--- src/rtl/alu_arbiter.sv ---
// Round-robin arbiter sharing one combinational ALU between NUM_REQ requesters, with a
// one-entry registered result stage. Define ALU_ARB_FIXED_PRIO_EN for strict lowest-index priority.
module alu_arbiter #(
    parameter int NUM_REQ = 2,
    parameter int XLEN    = 32,
    parameter int OP_W    = 4
) (
    input  logic                      clk,
    input  logic                      rst_n,
    input  logic [NUM_REQ-1:0]        req_valid,
    output logic [NUM_REQ-1:0]        req_ready,
    input  logic [NUM_REQ*OP_W-1:0]   req_op,
    input  logic [NUM_REQ*XLEN-1:0]   req_op1,
    input  logic [NUM_REQ*XLEN-1:0]   req_op2,
    output logic [OP_W-1:0]           alu_operation,
    output logic [XLEN-1:0]           alu_op1,
    output logic [XLEN-1:0]           alu_op2,
    input  logic [XLEN-1:0]           alu_result,
    output logic                      rsp_valid,
    input  logic                      rsp_ready,
    output logic [XLEN-1:0]           rsp_data,
    output logic [((NUM_REQ > 1) ? $clog2(NUM_REQ) : 1)-1:0] rsp_id
);

    localparam int ID_W = (NUM_REQ > 1) ? $clog2(NUM_REQ) : 1;

    logic               rsp_valid_q, rsp_valid_d;
    logic [XLEN-1:0]    rsp_data_q, rsp_data_d;
    logic [ID_W-1:0]    rsp_id_q, rsp_id_d;
    logic [ID_W-1:0]    rr_ptr;

    logic [NUM_REQ-1:0] grant;
    logic [ID_W-1:0]    grant_id;
    logic               gnt_any;
    logic [ID_W:0]      sum;
    logic [ID_W-1:0]    idx;
    logic               can_accept;
    logic               accept;

    assign can_accept = !rsp_valid_q || rsp_ready;
    assign accept     = gnt_any && can_accept;

    // Search from rr_ptr upward, wrapping modulo NUM_REQ; first valid requester wins.
    always_comb begin
        grant    = '0;
        grant_id = '0;
        gnt_any  = 1'b0;
        sum      = '0;
        idx      = '0;
        for (int k = 0; k < NUM_REQ; k++) begin
            sum = {1'b0, rr_ptr} + (ID_W+1)'(k);
            if (sum >= (ID_W+1)'(NUM_REQ)) begin
                sum = sum - (ID_W+1)'(NUM_REQ);
            end
            idx = sum[ID_W-1:0];
            if (!gnt_any && req_valid[idx]) begin
                gnt_any  = 1'b1;
                grant_id = idx;
            end
        end
        if (gnt_any) begin
            grant[grant_id] = 1'b1;
        end
    end

    assign req_ready = can_accept ? grant : '0;

    // Idle requesters never reach the ALU: inputs stay at zero without a grant.
    always_comb begin
        alu_operation = '0;
        alu_op1       = '0;
        alu_op2       = '0;
        for (int i = 0; i < NUM_REQ; i++) begin
            if (grant[i]) begin
                alu_operation = req_op[i*OP_W +: OP_W];
                alu_op1       = req_op1[i*XLEN +: XLEN];
                alu_op2       = req_op2[i*XLEN +: XLEN];
            end
        end
    end

    always_comb begin
        rsp_valid_d = rsp_valid_q;
        rsp_data_d  = rsp_data_q;
        rsp_id_d    = rsp_id_q;
        if (accept) begin
            rsp_valid_d = 1'b1;
            rsp_data_d  = alu_result;
            rsp_id_d    = grant_id;
        end else if (rsp_ready) begin
            rsp_valid_d = 1'b0;
        end
    end

    always_ff @(posedge clk or negedge rst_n) begin
        if (!rst_n) begin
            rsp_valid_q <= 1'b0;
            rsp_data_q  <= '0;
            rsp_id_q    <= '0;
        end else begin
            rsp_valid_q <= rsp_valid_d;
            rsp_data_q  <= rsp_data_d;
            rsp_id_q    <= rsp_id_d;
        end
    end

`ifdef ALU_ARB_FIXED_PRIO_EN
    assign rr_ptr = '0;
`else
    logic [ID_W-1:0] rr_ptr_q, rr_ptr_d;

    // Priority rotates only on an actual transfer, to just past the winner.
    always_comb begin
        rr_ptr_d = rr_ptr_q;
        if (accept) begin
            if (int'(grant_id) == NUM_REQ - 1) begin
                rr_ptr_d = '0;
            end else begin
                rr_ptr_d = grant_id + ID_W'(1);
            end
        end
    end

    always_ff @(posedge clk or negedge rst_n) begin
        if (!rst_n) begin
            rr_ptr_q <= '0;
        end else begin
            rr_ptr_q <= rr_ptr_d;
        end
    end

    assign rr_ptr = rr_ptr_q;
`endif

    assign rsp_valid = rsp_valid_q;
    assign rsp_data  = rsp_data_q;
    assign rsp_id    = rsp_id_q;

endmodule

--- config.mk ---
export PLATFORM = sky130hd
export DESIGN_NAME = alu_arbiter
export DESIGN_NICKNAME = d
export VERILOG_FILES = /design/src/rtl/alu_arbiter.sv
export SDC_FILE = /design/constraint.sdc
export NUM_CORES = 1
export LEC_CHECK = 0
export ABC_CLOCK_PERIOD_IN_PS = 1750
export CORE_AREA = 2 2 108 110
export DETAILED_ROUTE_END_ITERATION = 8
export DIE_AREA = 0 0 110 112
export PLACE_DENSITY = 0.73
export RECOVER_POWER = 25
export SYNTH_ARGS = -nofsm -noshare
export SYNTH_HDL_FRONTEND = slang
export SYNTH_SLANG_ARGS = --single-unit
export TNS_END_PERCENT = 50
--- constraint.sdc ---
create_clock -name clk -period 1.75 [get_ports clk]
set_input_delay 0.2625 -clock clk [delete_from_list [all_inputs] [get_ports clk]]
set_output_delay 0.2625 -clock clk [all_outputs]
set_load 0.02 [all_outputs]
Word level (Yosys, flattened, before mapping):

Index checks and enable logic that the tools add are counted.

* magnitude comparators: 6
* add/subtract/negate cells: 4
* reductions and logical operators: 7
* muxes and demuxes: 23

Operator list (number)
* 2-to-1 mux 32 bit: 4
* 2-to-1 mux 1 bit: 14
* 2-to-1 mux 4 bit: 2
* < comparator 1 x 2 -> 1 bit (second input constant): 3
* 2-to-1 mux 2 bit: 2
* logical AND 1 bit: 3
* adder 1 x 1 -> 2 bit (second input constant): 1
* greater-or-equal comparator 1 x 2 -> 1 bit (second input constant): 1
* greater-or-equal comparator 2 bit (second input constant): 1
* zero test 1 bit: 2
* nonzero test 2 bit: 1
* subtractor 1 bit (second input constant): 2
* adder 1 bit (second input constant): 1
* demux 1 bit (select 1 bit): 1
* greater-or-equal comparator 1 bit (second input constant): 1
* logical OR 1 bit: 1

* bits of input ports: 173
* flip-flop bits (word level): 35
* output and inout port bits: 104

Longest topological paths before layout:

Gate-level depths: netlist of the first run.

* depth in word-level cells: 15
* mapped depth: 6

Worst setup path before layout of the first run:

No wires, ideal clock.

* kind: register -> output
* from: reg rr_ptr_q, in the netlist rr_ptr
* to: out alu_op1[14]
* data arrival time: 1.302 ns
* buffers on the path: 3
* stages on the path, launching flop included: 7
* path slack: 0.185 ns
* cells stage by stage: dfrtp_1 nand2b_1 and2_1 buf_2 buf_6 buf_6 a22o_1

* longest elaborated chain between the ends: 15
* elaborated cells on any way between the ends: 25
* classes of those cells: add/sub (3); order compare (4); mux (15); reduce/logical (3)

Ends and longest elaborated chain
* start, declared: line 110 `logic [ID_W-1:0] rr_ptr_q, rr_ptr_d;`
* start signal, assigned: line 128 `rr_ptr_q <= rr_ptr_d;`
* greater-or-equal comparator 1 x 2 -> 1 bit / subtractor 1 bit (equally long branches): line 52, 53
* 2-to-1 mux 1 bit: line 52 `if (sum >= (ID_W+1)'(NUM_REQ)) begin`
* 2-to-1 mux 1 bit (not written as such) (2 in a row): line 56 `if (!gnt_any && req_valid[idx]) begin`
* 2-to-1 mux 1 bit: line 56
* zero test 1 bit: line 56
* logical AND 1 bit: line 56
* 2-to-1 mux 1 bit: line 56
* < comparator 1 x 2 -> 1 bit (not written as such) / greater-or-equal comparator 1 bit (equally long branches): line 62 `grant[grant_id] = 1'b1;`
* logical AND 1 bit (not written as such): line 62
* 2-to-1 mux 1 bit (not written as such): line 62
* demux 1 bit (select 1 bit): line 62
* 2-to-1 mux 2 bit (*): line 61 `if (gnt_any) begin`
* 2-to-1 mux 32 bit: line 74 `if (grant[i]) begin`
* 2-to-1 mux 32 bit (*): line 74
* end, declared: line 16 `output logic [XLEN-1:0] alu_op1,`

Every way passes the cells marked *; elsewhere a longest branch is shown, timed or not. The select of a mux whose other input is x is not followed.

Final worst setup path of the first run:

* from: reg rr_ptr_q, in the netlist rr_ptr
* to: out alu_op1[31]

The elaborated chain is that of the path after synthesis.

==> results of run 1 <==
-- worst paths after layout --
| path | slack [ns] | end |
|---|---|---|
| worst max-delay path | -0.13 | alu_op1[31] |
| worst min-delay path | 0.48 | rsp_id |
| worst max register to register | 0.32 | rsp_data[8] |
| worst min register to register | 0.48 | rsp_id |
| max in group asynchronous | 0.59 | rsp_data[1] |
| min in group asynchronous | 0.62 | rsp_data[13] |
-- cells by family (layout without fill, tap and decap cells) --
| kind of cell | after synthesis | count (layout) |
|---|---|---|
| compound gates | 73 | 73 |
| flops | 35 | 35 |
| mux | 32 | 32 |
| buf+inv | 18 | 304 |
| simple gates | 8 | 8 |
| other cells | 0 | 2 |
-- critical path: cells and delay by family (launching register included) --
family,cells,cell delay (ns)
flip-flops,1,0.41
buffers and inverters,4,0.58
AO/OA/AOI/OAI,2,0.35
-- cell type report --
class	count	area, sq um	area share (%)
Clock buffer	6	138.9	2.512
Timing Repair Buffer	296	3212	58.10
Tap cell	143	178.9	3.237
Sequential cell	35	875.8	15.84
Multi-Input combinational cell	113	1082	19.58
Antenna cell	2	5.005	0.09054
Clock inverter	2	35.03	0.6338
-- repair_timing --
action / in CTS / in global routing
endpoints found under the setup margin: 70 / 70
gates cloned: 4 / 2
resized for setup: 393 / 3
hold endpoints to repair: 0 / 0
pin swaps: 35 / 13
setup buffers: 5 / 0
-- routing by layer --
| metal | vias to the layer above | global-route usage [%] | wire [um] |
|---|---|---|---|
| met2 | 158 | 30.22 | 5669 |
| met5 | - | 0 | 0 |
| met3 | 15 | 7.260 | 1370 |
| li1 | 1235 | - | - |
| met1 | 1244 | 17.65 | 4008 |
| met4 | 0 | 5.232 | 205 |
-- layout by cell type (no fill, tap or decap), types with 2 or more instances in the layout --
cell,netlist,routed
buf_16,0,3
dlygate4sd2_1,0,2
a22o_1,68,65
dfrtp_1,35,35
a22o_4,0,3
clkbuf_16,0,7
buf_6,6,68
mux2_2,32,32
buf_12,0,10
buf_4,2,5
clkdlybuf4s50_1,0,203
diode_2,0,2
nand2_1,2,2
-- through the flow --
stage	utilization, %	power (uW)	hold WS [ns]	setup WS (ns)
detailed placement	44.92	2976	0.4667	-0.6364
global placement	44.92	2947	0.4686	-0.6263
CTS	49.11	4239	0.4095	-0.1471
finish	49.47	4212	0.4795	-0.1303
floorplan	-	1831	-0.03309	0.1852
global route	49.45	4394	0.5147	-0.1916
-- state kept, by name, summed over array words and instances (netlist names) --
signal	cells
rsp_valid	1
rsp_data	32
rsp_id	1
rr_ptr	1
-- power groups by stage --
stage / combinational (uW) / clock (uW) / sequential [uW]
floorplan: 700 / 0 / 1130
global placement: 1950 / 0 / 993
detailed placement: 1980 / 0 / 1000
CTS: 2200 / 1050 / 986
global route: 2310 / 1080 / 999
finish: 2200 / 1030 / 984
==> flow_metrics.py, run 1 <==
metrics = {
    "cts": {
        "cts-root-buf": "clkbuf_16",
        "cts_sinks": 35,
        "ctsHoldBuffers": 0,
        "cts-buffers-inserted": 5,
        "htree_levels": 2,
        "cts.path.max_buffers": 2,
        "clkTransAtPathRegs_ns": 0.06,
        "clkLatencyLatePin_ns": 0.28,
        "cts_tree": "done",
    },
    "yosys": {
        "synth.net_count": 339,
        "synthFlopType": "dfrtp_1",
        "async_flop_share_pct": 100.0,
        "yosysMostFrequentCell": "a22o_1",
        "ys_ff_latch": 35,
        "synth_top_area_share_pct": 42.87,
        "syn_area_per_cell_sq_um": 12.31,
        "synth-xor-area-share_pct": 0,
        "synth_top_family_by_area": "compound AO/OA/AOI/OAI gates",
        "synth_commonest_cells": "68 x a22o_1, 35 x dfrtp_1, 32 x mux2_2",
        "yosysWarningCount": 0,
        "synth_compound_area_share_pct": 30.99,
        "synthCells": 166,
        "netlist_top_cells_area": "dfrtp_1 43%, a22o_1 29%, mux2_2 18%",
        "synth-edff-count": 0,
        "ys_types": 17,
        "synth_mux_area_share_pct": 17.64,
        "synth_area_sq_um": 2043,
        "synth_adder_area_share_pct": 0,
        "synth_top_cell_by_area": "dfrtp_1",
        "synth-simple-area-share_pct": 2.082,
        "synth_seq_area_share_pct": 42.87,
    },
    "min_path": {
        "min_path_type": "register to register",
        "hold_start": "rsp_id",
        "hold_depth": 1,
    },
    "finish": {
        "final_design_area_no_fill_sq_um": 5528,
        "fin_nets": 624,
        "fin_cells": 597,
        "fill_cells": 1001,
        "syn_to_final_growth_pct": 170.5,
        "layout-drive-gt1-share_pct": 30.31,
    },
    "sta": {
        "setup_slack_ns": -0.1303,
        "post-route-period-util_pct": 107.4,
        "rsz0062_at_grt": "yes",
        "setup_violations": 69,
        "min_period_ns": 1.880,
        "tns_ns": -6.420,
        "clock_skew_ns": 0.004039,
        "relSlewSlack_pct": 43.45,
        "timing.fmax_mhz": 531.8,
        "worst_slew_pin_slew_ns": 0.8483,
        "hold_viol": 0,
        "slew_viol_final": 0,
    },
    "floorplanning": {
        "pin_count": 277,
        "die-area_sq_um": 12320,
        "die_h_um": 112,
        "core-area_sq_um": 11170,
        "std_cell_rows": 39,
        "initial_core_util_pct": 18.28,
        "fp.dieW_um": 110,
    },
    "worst_setup_path": {
        "cp.arrival_ns": 1.62,
        "path_cells": "buf_6, a21boi_4, buf_12, clkbuf_16, a22o_1, buf_6",
        "cp_common_cell": "buf_6",
        "worstPathMaxFanout": 8,
        "start_kind": "register",
        "cpMaxStageDelayCell": "dfrtp_1",
        "crit_start": "rr_ptr",
        "rr_worst_depth": 4,
        "worst_ep_required_time_ns": 1.49,
        "endpoint_kind": "output port",
        "critPathKind": "register to output port",
        "reg2reg_from": "rsp_valid",
        "max_stage_delay_ns": 0.41,
    },
    "power": {
        "swShare_pct": 30.86,
        "clockPowerShare_pct": 24.4,
        "internal_power_uw": 2912,
        "p_sw_uw": 1300,
        "seq_power_share_pct": 23.4,
        "vdd_drop_max_mv": 1.007,
        "power_per_cell_area_nw_per_um2": 761.9,
        "combPwrFrac_pct": 52.2,
        "p_leak_uw": 0.002358,
    },
    "global_route": {
        "grt_use_total_pct": 16.94,
        "grt_pass1_vias": 2819,
        "grt_pass1_wl_mm": 15.71,
        "antenna_found_initial": 2,
        "grt_start_max_net_pins": 36,
        "overflow": 0,
    },
    "run": {
        "cap_violations": 0,
    },
    "place": {
        "place_hpwl_mm": 8.730,
        "dpl.cell_count": 577,
        "io_buffers": 276,
        "placed_cell_area_sq_um": 5020,
        "gp_congestion": 0.8416,
    },
    "outcome": {
        "status": "finished, violations left",
        "violations": "setup timing",
    },
    "route": {
        "vias": 2652,
        "routedWlPerCell_um": 18.85,
        "drt_pass1_iterations": 4,
        "viasPerCell": 4.442,
        "totalWireLength_mm": 11.25,
        "drc": 0,
        "drt_iter0_markers": 93,
        "ant_nets": 0,
    },
}
Note: power is estimated with default switching activity, not from simulation.
==> run 2, diff against run 1 <==
- PLACE_DENSITY: 0.73 -> unset
- PLACE_DENSITY_LB_ADDON: unset -> 0.08
==> flow_metrics.py, run 2 (synthesis gave the netlist of run 1 again) <==
metrics = {
    "cts": {
        "htree_levels": 2,
        "cts_sinks": 35,
        "clkTransAtPathRegs_ns": 0.06,
        "cts_tree": "done",
        "cts-root-buf": "clkbuf_16",
        "cts.path.max_buffers": 2,
        "clkLatencyLatePin_ns": 0.27,
        "ctsHoldBuffers": 0,
        "cts-buffers-inserted": 5,
    },
    "route": {
        "ant_nets": 0,
        "vias": 2586,
        "routedWlPerCell_um": 19.37,
        "drt_pass1_iterations": 4,
        "viasPerCell": 4.324,
        "totalWireLength_mm": 11.58,
        "drt_iter0_markers": 138,
        "drc": 0,
    },
    "finish": {
        "final_common_cell": "clkdlybuf4s50_1",
        "largest_reg_flops": 32,
        "layout-drive-gt1-share_pct": 29.20,
        "fin_nets": 624,
        "final_design_area_no_fill_sq_um": 5324,
        "syn_to_final_growth_pct": 160.6,
        "final_cell_mix": "203 x clkdlybuf4s50_1, 67 x a22o_1, 57 x buf_6",
        "post-route-util_pct": 47.64,
    },
    "floorplanning": {
        "std_cell_rows": 39,
        "fp.dieW_um": 110,
        "initial_core_util_pct": 18.28,
        "pin_count": 277,
        "die_h_um": 112,
        "die-area_sq_um": 12320,
        "core-area_sq_um": 11170,
    },
    "power": {
        "seq_power_share_pct": 24.8,
        "clockPowerShare_pct": 23.6,
        "vdd_drop_max_mv": 0.5363,
        "p_leak_uw": 0.002289,
        "combPwrFrac_pct": 51.6,
        "swShare_pct": 32.00,
        "power_per_cell_area_nw_per_um2": 747.6,
        "internal_power_uw": 2707,
        "p_sw_uw": 1274,
    },
    "sta": {
        "timing.fmax_mhz": 546.4,
        "post-route-period-util_pct": 104.6,
        "min_period_ns": 1.830,
        "worst_slew_pin_slew_ns": 0.7335,
        "holdWs_ns": 0.4818,
        "slew_viol_final": 0,
        "rsz0062_at_grt": "yes",
        "clock_skew_ns": 0.002101,
        "setup_violations": 68,
        "relSlewSlack_pct": 51.10,
        "setup_slack_ns": -0.08014,
        "hold_viol": 0,
    },
    "place": {
        "place_hpwl_mm": 9.191,
        "io_buffers": 276,
        "placed_cell_area_sq_um": 5002,
        "gp_congestion": 0.8134,
    },
    "min_path": {
        "min_path_type": "register to register",
    },
    "global_route": {
        "grt_use_total_pct": 17.15,
        "antenna_found_initial": 3,
        "overflow": 0,
        "grt_start_max_net_pins": 40,
        "grt_pass1_vias": 2662,
        "grt_pass1_wl_mm": 15.71,
    },
    "worst_setup_path": {
        "start_kind": "register",
        "worstPathMaxFanout": 19,
        "cp.arrival_ns": 1.57,
        "endpoint_kind": "output port",
        "critPathKind": "register to output port",
        "worst_ep_required_time_ns": 1.49,
    },
    "outcome": {
        "status": "finished, violations left",
        "violations": "setup timing",
    },
    "run": {
        "cap_violations": 0,
    },
}
## run 2: changes by cell type in the layout (fill, tap and decap cells not counted), sizes merged
cell	delta
clkbuf	+2
buf	-1
bufinv	-1
clkdlybuf4s15	-1
clkinv	-1
clkinvlp	+1
diode	+1
dlygate4sd2	+1
## run 2: power groups by stage
stage	sequential, uW	combinational (uW)	clock [uW]
final	987	2050	940
after global routing	1000	2170	1000
after CTS	989	1940	968
after detailed placement	999	1950	0
after global placement	994	1950	0
after floorplan	1130	700	0
## run 2: final timing paths
check	startpoint	end	slack, ns	depth (start not counted)
max in group asynchronous	rst_n	rr_ptr	0.70	2
worst min register to register	rsp_id	rsp_id	0.48	1
min in group asynchronous	rst_n	rsp_data[6]	0.55	2
worst max register to register	rsp_valid	rsp_data[2]	0.27	5
worst max-delay path	rr_ptr	alu_op2[11]	-0.08	5
worst min-delay path	rsp_id	rsp_id	0.48	1
## run 2: layer usage
layer / part of all wire (%) / vias up / track usage [%] / wire, um
li1: - / 1238 / - / -
met1: 38 / 1201 / 19.97 / 4435
met2: 49 / 141 / 29.37 / 5650
met3: 12 / 6 / 7.553 / 1410
met4: 0.76 / 0 / 2.616 / 88
met5: 0 / - / 0 / 0
## run 2: area by class of cell
| type | instances | area (sq um) |
|---|---|---|
| Antenna cell | 3 | 7.507 |
| Sequential cell | 35 | 875.8 |
| Timing Repair Buffer | 296 | 3039 |
| Multi-Input combinational cell | 113 | 1062 |
| Clock inverter | 1 | 7.507 |
| Clock buffer | 7 | 152.6 |
| Fill cell | 1053 | 5851 |
| Tap cell | 143 | 178.9 |
## run 2: repair_timing
item / CTS / global route
setup buffers: 4 / 0
cloned: 2 / 2
resized for setup: 329 / 57
pin swaps: 12 / 7
endpoints found under the setup margin: 70 / 68
## run 2: worst max-delay path, stage by stage, from the launching register on
cell	delay (ns)
dfrtp_1	0.42
nand2b_4	0.16
and2_4	0.19
clkbuf_16	0.18
a22o_1	0.20
buf_6	0.13
## run 2: stage by stage
stage          total power [uW]  setup WS [ns]  TNS [ns]  cells
2_1_floorplan              1831         0.1852         0    166
3_3_place_gp               2944        -0.6231    -40.64    580
3_5_place_dp               2948        -0.6294    -41.43    580
4_1_cts                    3899        -0.1280    -6.186    594
5_1_grt                    4173        -0.1462    -8.510    595
6_report                   3980       -0.08014    -4.138    598
==> run 3, diff against run 2 <==
- ABC_AREA: unset -> 1
- CAP_MARGIN: unset -> 40
- CORE_AREA: 2 2 108 110 -> 2 2 109 111
- DIE_AREA: 0 0 110 112 -> 0 0 111 113
==> flow_metrics.py, run 3 <==
metrics = {
    "yosys": {
        "synthFlopType": "dfrtp_1",
        "ys_types": 11,
        "synthCells": 386,
        "netlist_top_cells_area": "dfrtp_1 37%, nand2_1 33%, nand3_1 21%",
        "synth_top_area_share_pct": 36.96,
        "async_flop_share_pct": 100.0,
        "yosysWarningCount": 0,
        "synth_top_cell_by_area": "dfrtp_1",
        "synth.net_count": 559,
        "yosysMostFrequentCell": "nand2_1",
        "syn_area_per_cell_sq_um": 6.139,
        "synth_commonest_cells": "208 x nand2_1, 101 x nand3_1, 35 x dfrtp_1",
        "synth_seq_area_share_pct": 36.96,
        "synth_area_sq_um": 2370,
        "synth-edff-count": 0,
        "ys_ff_latch": 35,
    },
    "place": {
        "gp_congestion": 0.9206,
        "io_buffers": 276,
        "placed_cell_area_sq_um": 5366,
        "place_hpwl_mm": 9.616,
        "dp_slack_ns": -0.6166,
        "dpl.cell_count": 795,
    },
    "outcome": {
        "status": "finished, violations left",
        "violations": "setup timing",
    },
    "cts": {
        "ctsHoldBuffers": 0,
        "cts_tree": "done",
        "cts-buffers-inserted": 5,
        "clkTransAtPathRegs_ns": 0.05,
        "htree_levels": 2,
        "clkLatencyLatePin_ns": 0.27,
        "cts.path.max_buffers": 2,
        "cts-root-buf": "clkbuf_16",
        "cts_sinks": 35,
    },
    "power": {
        "vdd_drop_max_mv": 0.6907,
        "power_per_cell_area_nw_per_um2": 1165,
        "p_leak_uw": 0.002918,
    },
    "worst_setup_path": {
        "cp.arrival_ns": 1.49,
        "cpMaxStageDelayCell": "dfrtp_1",
        "worstPathMaxFanout": 19,
        "crit_family": "buffers and inverters",
        "reg2reg_from": "rsp_valid",
        "worst_ep_required_time_ns": 1.49,
        "max_stage_delay_ns": 0.39,
        "endpoint_kind": "output port",
        "path_cells": "nand2_2, o21ai_4, buf_6, buf_12, nand2_1, nand2_1, buf_6",
        "start_kind": "register",
        "critPathBufInv": 3,
        "critPathKind": "register to output port",
        "crit_start": "rr_ptr",
    },
    "run": {
        "cap_violations": 0,
    },
    "finish": {
        "fin_cells": 812,
        "num_antenna_cells": 0,
        "layout-drive-gt1-share_pct": 23.17,
        "final_design_area_no_fill_sq_um": 5906,
        "fin_nets": 842,
        "syn_to_final_growth_pct": 149.2,
        "final_cell_mix": "203 x clkdlybuf4s50_1, 169 x nand2_1, 101 x nand3_1",
        "largest_reg_flops": 32,
        "final_common_cell": "clkdlybuf4s50_1",
    },
    "route": {
        "drc": 0,
        "ant_nets": 0,
        "routedWlPerCell_um": 15.91,
        "drt_iter0_markers": 220,
        "vias": 3624,
        "viasPerCell": 4.463,
        "drt_pass1_iterations": 4,
        "totalWireLength_mm": 12.92,
    },
    "global_route": {
        "overflow": 0,
        "grt_pass1_wl_mm": 19.67,
        "grt_pass1_vias": 3407,
        "grt_start_max_net_pins": 54,
        "grt_use_total_pct": 19.29,
        "antenna_found_initial": 0,
    },
    "sta": {
        "timing.fmax_mhz": 569.3,
        "hold_viol": 0,
        "post-route-period-util_pct": 100.4,
        "rsz0062_at_grt": "yes",
        "tns_ns": -0.01074,
        "worst_slew_pin_slew_ns": 0.8942,
        "setup_violations": 3,
        "min_period_ns": 1.756,
        "clock_skew_ns": 0.003979,
        "relSlewSlack_pct": 40.38,
        "slew_viol_final": 0,
        "setup_slack_ns": -0.006433,
    },
    "floorplanning": {
        "die-area_sq_um": 12540,
        "initial_core_util_pct": 21.02,
        "pin_count": 277,
        "std_cell_rows": 39,
        "fp.dieW_um": 111,
        "die_h_um": 113,
        "core-area_sq_um": 11270,
    },
    "min_path": {
        "min_path_type": "primary input to asynchronous set/reset pin",
    },
}
## run 3: cell count changes after synthesis, sizes merged, moves of 7 or more
| cell | delta |
|---|---|
| a22o | -68 |
| clkbuf | +8 |
| inv | +7 |
| nand3 | +102 |
| nand2 | +208 |
| mux2 | -32 |
## run 3: final cells by class
cell class / instances / area (sq um)
Tap cell: 143 / 178.9
Timing Repair Buffer: 307 / 3198
Inverter: 7 / 26.28
Sequential cell: 35 / 875.8
Multi-Input combinational cell: 313 / 1483
Clock inverter: 1 / 5.005
Clock buffer: 6 / 138.9
Fill cell: 1103 / 5366
## run 3: worst paths after layout
check | to | slack (ns) | depth (start not counted)
max in group asynchronous | rr_ptr | 1.08 | 1
min in group clk | rsp_data[19] | 0.46 | 2
worst max-delay path | alu_op1[7] | -0.006 | 7
worst min-delay path | rsp_data[10] | 0.11 | 1
worst min register to register | rsp_data[19] | 0.46 | 2
worst max register to register | rsp_data[24] | 0.25 | 6
## run 3: per-layer routing
layer	GRT usage (%)	vias up	wire [um]
met5	0	-	0
met4	4.167	0	301
met3	4.124	20	702
met2	33.62	156	6542
met1	24.72	1651	5372
li1	-	1797	-
## run 3: timing repair
item	in CTS	in global routing
setup endpoints to repair	70	70
buffers inserted	3	2
gates cloned	2	3
pin swaps	1	8
resized for setup	334	143
## run 3: cells by family (layout without fill, tap and decap cells)
family	after synthesis	after routing	share of synthesized area, %
compound gates	1	1	0.3697
buf+inv	38	321	7.445
flops	35	35	36.96
simple gates	312	312	55.23
## run 3: report_power, final
group	internal [uW]	total (uW)	switching, uW
Clock	555	859	305
Combinational	2330	4770	2440
Sequential	1100	1250	154
## run 3: worst reg2reg max path, cell delays in order, from the launching register on
cell and delay, ns:
dfrtp_1 0.38, nand2_1 0.17, buf_4 0.37, nand2_2 0.14
buf_4 0.20, nand2_1 0.08, nand2_1 0.05
## run 3: stage by stage
stage / total power [uW] / hold WS, ns / utilization [%]
2_1_floorplan: 3223 / -0.03309 / -
3_3_place_gp: 5415 / 0.4054 / 47.61
3_5_place_dp: 5433 / 0.4069 / 47.61
4_1_cts: 6303 / 0.1119 / 47.69
5_1_grt: 7303 / 0.1846 / 52.39
6_report: 6880 / 0.1085 / 52.39
==> variant (flow settings as in run 2) <==
`OP_W`: 4 -> 5.
--- a/src/rtl/alu_arbiter.sv
+++ b/src/rtl/alu_arbiter.sv
@@ -3,7 +3,7 @@
 module alu_arbiter #(
     parameter int NUM_REQ = 2,
     parameter int XLEN    = 32,
-    parameter int OP_W    = 4
+    parameter int OP_W    = 5
 ) (
     input  logic                      clk,
     input  logic                      rst_n,
Ports: changed (resized alu_operation and req_op); port bits go from 277 to 280. The function was not compared with the original's and may differ.
==> variant against run 2 <==
  * Sequential cell count stayed put
  * Worst setup slack worse by 0.041 ns
  * Sequential power is 0.5% lower
  * First-iteration DRC count is 12% lower
  * Core utilization is 1.8 points higher
  * Power is 0.81% higher
  * Largest power group unchanged
  * Area after synthesis is 0.12% lower
  * The flow still finishes with violations (negative setup slack)
  * Hold slack worse by 0.0032 ns
  * Clock power is 9.4% lower
  * Wire length is 0.81% lower
  * Cell area is 3.8% higher
==> variant: results (changes against run 2) <==
- WP data arrival: 1.61 ns (+0.04 ns)
- Top Metal Used: met4
- DRC Markers: 0 (unchanged)
- Met2 GRT Util: 0.299 (+0.00532)
- Final std cells w/o fill: 607 (+1.5%)
- Met1 usage: 0.165 (-0.0344)
- Routability cong.: 0.757 (-7.0%)
- Share of layout cells above drive strength 1: 0.313 (+0.0205)
- Hold WS: 0.479 ns (-0.00324 ns)
- Synth cell types: 16 (-1)
- DR iter-0 viols: 122 (-12%)
- Beginning of the worst hold path: rsp_id
- HPWL Detailed: 8720 µm (-5.1%)
- Mux contribution to synthesized area: 0.177 (+0.000216)
- IO buf count: 279 (+1.1%)
- Post-Route M1 WL: 3940 µm (-11%)
- Failing checks: negative setup slack
- Total wire length: 11500 µm (-0.81%)
- Post-CTS Resized: 406 (+23%)
- Worst vdd ir: 440 µV (-18%)
- Clock buffer count from CTS: 5 (unchanged)
- Net Count, Synth: 342 (+0.88%)
- Reg2reg path depth: 5 (unchanged)
- Setup Skew: 0.00296 ns (+0.000856 ns)
- Outcome: complete, but fails checks
- Most frequent cells after synthesis: 69 x a22o_1, 35 x dfrtp_1, 32 x mux2_2, 12 x buf_2, 4 x buf_6
- Dpl ws: -0.638 ns (-0.00836 ns)
- Routed wl met2: 6050 µm (+7.0%)
- Asr flop ratio synth: 1.00 (unchanged)
- Tot GR Track Use: 0.162 (-0.00913)
- Via count: 2704 (+4.6%)
- Endpoints failing setup: 69 (+1.5%)
- Internal power: 2720 µW (+0.66%)
- First-pass GRT wire length: 15200 µm (-3.3%)
- # diodes: 0 (-3)
- Initial antenna violation count: 0 (-3)
- Setup WS post-layout: -0.121 ns (-0.0414 ns)
- M3 GR Usage: 0.0597 (-0.0158)
- Slew @ Worst Pin: 0.870 ns (+0.137 ns)
- DR WL met3: 1160 µm (-18%)
- Syn Area/Cell: 12.2 µm² (-0.72%)
- Leak: 0.00238 µW (+3.9%)
- Post-Synth Adder-Cell Area: 0 (unchanged)
- Synth top area cells: dfrtp_1 43%, a22o_1 30%, mux2_2 18%
- Max FFs per register: 32 (unchanged)
- Placed instance area: 5070 µm² (+1.4%)
- Worst hold endpoint: rsp_id
- Clock latency on the worst-skew pair: 0.27 ns (about the same)
- Synth Area in XOR/XNOR: 0 (unchanged)
- Final #Nets: 638 (+2.2%)
- R2R Path Start: rsp_valid
- Compound-Gate Fraction of Synth Area: 0.315 (+0.00467)
- Sequential area share after synthesis: 0.429 (+0.000526)
- Placed cell count: 586 (+1.0%)
- Crit Path Max Fanout: 8 (-11)
- R2r endpoint: rsp_data[10]
-- variant: cell families (layout without fill, tap and decap cells) --
logic type      Yosys count  in the layout
compound gates           74             74
simple gates              8              8
flops                    35             35
mux                      32             32
buf+inv                  18            315
-- variant: cell type report --
cell class | count | area (µm²) | area share
clock inverter | 2 | 12.5 | 0.00226
sequential | 35 | 876 | 0.158
multi-input combinational | 114 | 1090 | 0.198
tap | 143 | 179 | 0.0324
clock buffer | 6 | 129 | 0.0233
timing repair buffer | 307 | 3240 | 0.586
-- variant: worst max path at each step --
stage | cells after the start | slack [ns] | to | startpoint
final | 6 | -0.12 | alu_op2[14] | rr_ptr
after global routing | 6 | -0.17 | alu_op1[13] | rr_ptr
after CTS | 6 | -0.13 | alu_op2[8] | rr_ptr
after detailed placement | 5 | -0.64 | alu_op1[1] | req_valid[0]
after global placement | 5 | -0.62 | alu_op1[15] | req_valid[0]
after floorplan | 6 | 0.19 | alu_op1[25] | rr_ptr
-- variant: power groups by stage --
| stage | sequential (µW) | clock [µW] | combinational (µW) |
|---|---|---|---|
| finish | 982 | 852 | 2180 |
| global route | 998 | 924 | 2300 |
| CTS | 983 | 887 | 2110 |
| detailed placement | 996 | 0 | 1980 |
| global placement | 993 | 0 | 1970 |
| floorplan | 1130 | 0 | 701 |
-- variant: critical path, cell delays in order, from the launching register on --
cell	delay, ns
dfrtp_1	0.40
buf_6	0.13
a21boi_4	0.20
buf_12	0.16
clkbuf_16	0.15
a22o_1	0.16
buf_6	0.13
-- variant: per-stage QoR --
step / setup TNS, ns / utilization
detailed placement: -43.91 / 0.454
global placement: -42.23 / 0.454
CTS: -6.14 / 0.480
finish: -6.01 / 0.495
global route: -10.17 / 0.495
floorplan: 0 / -
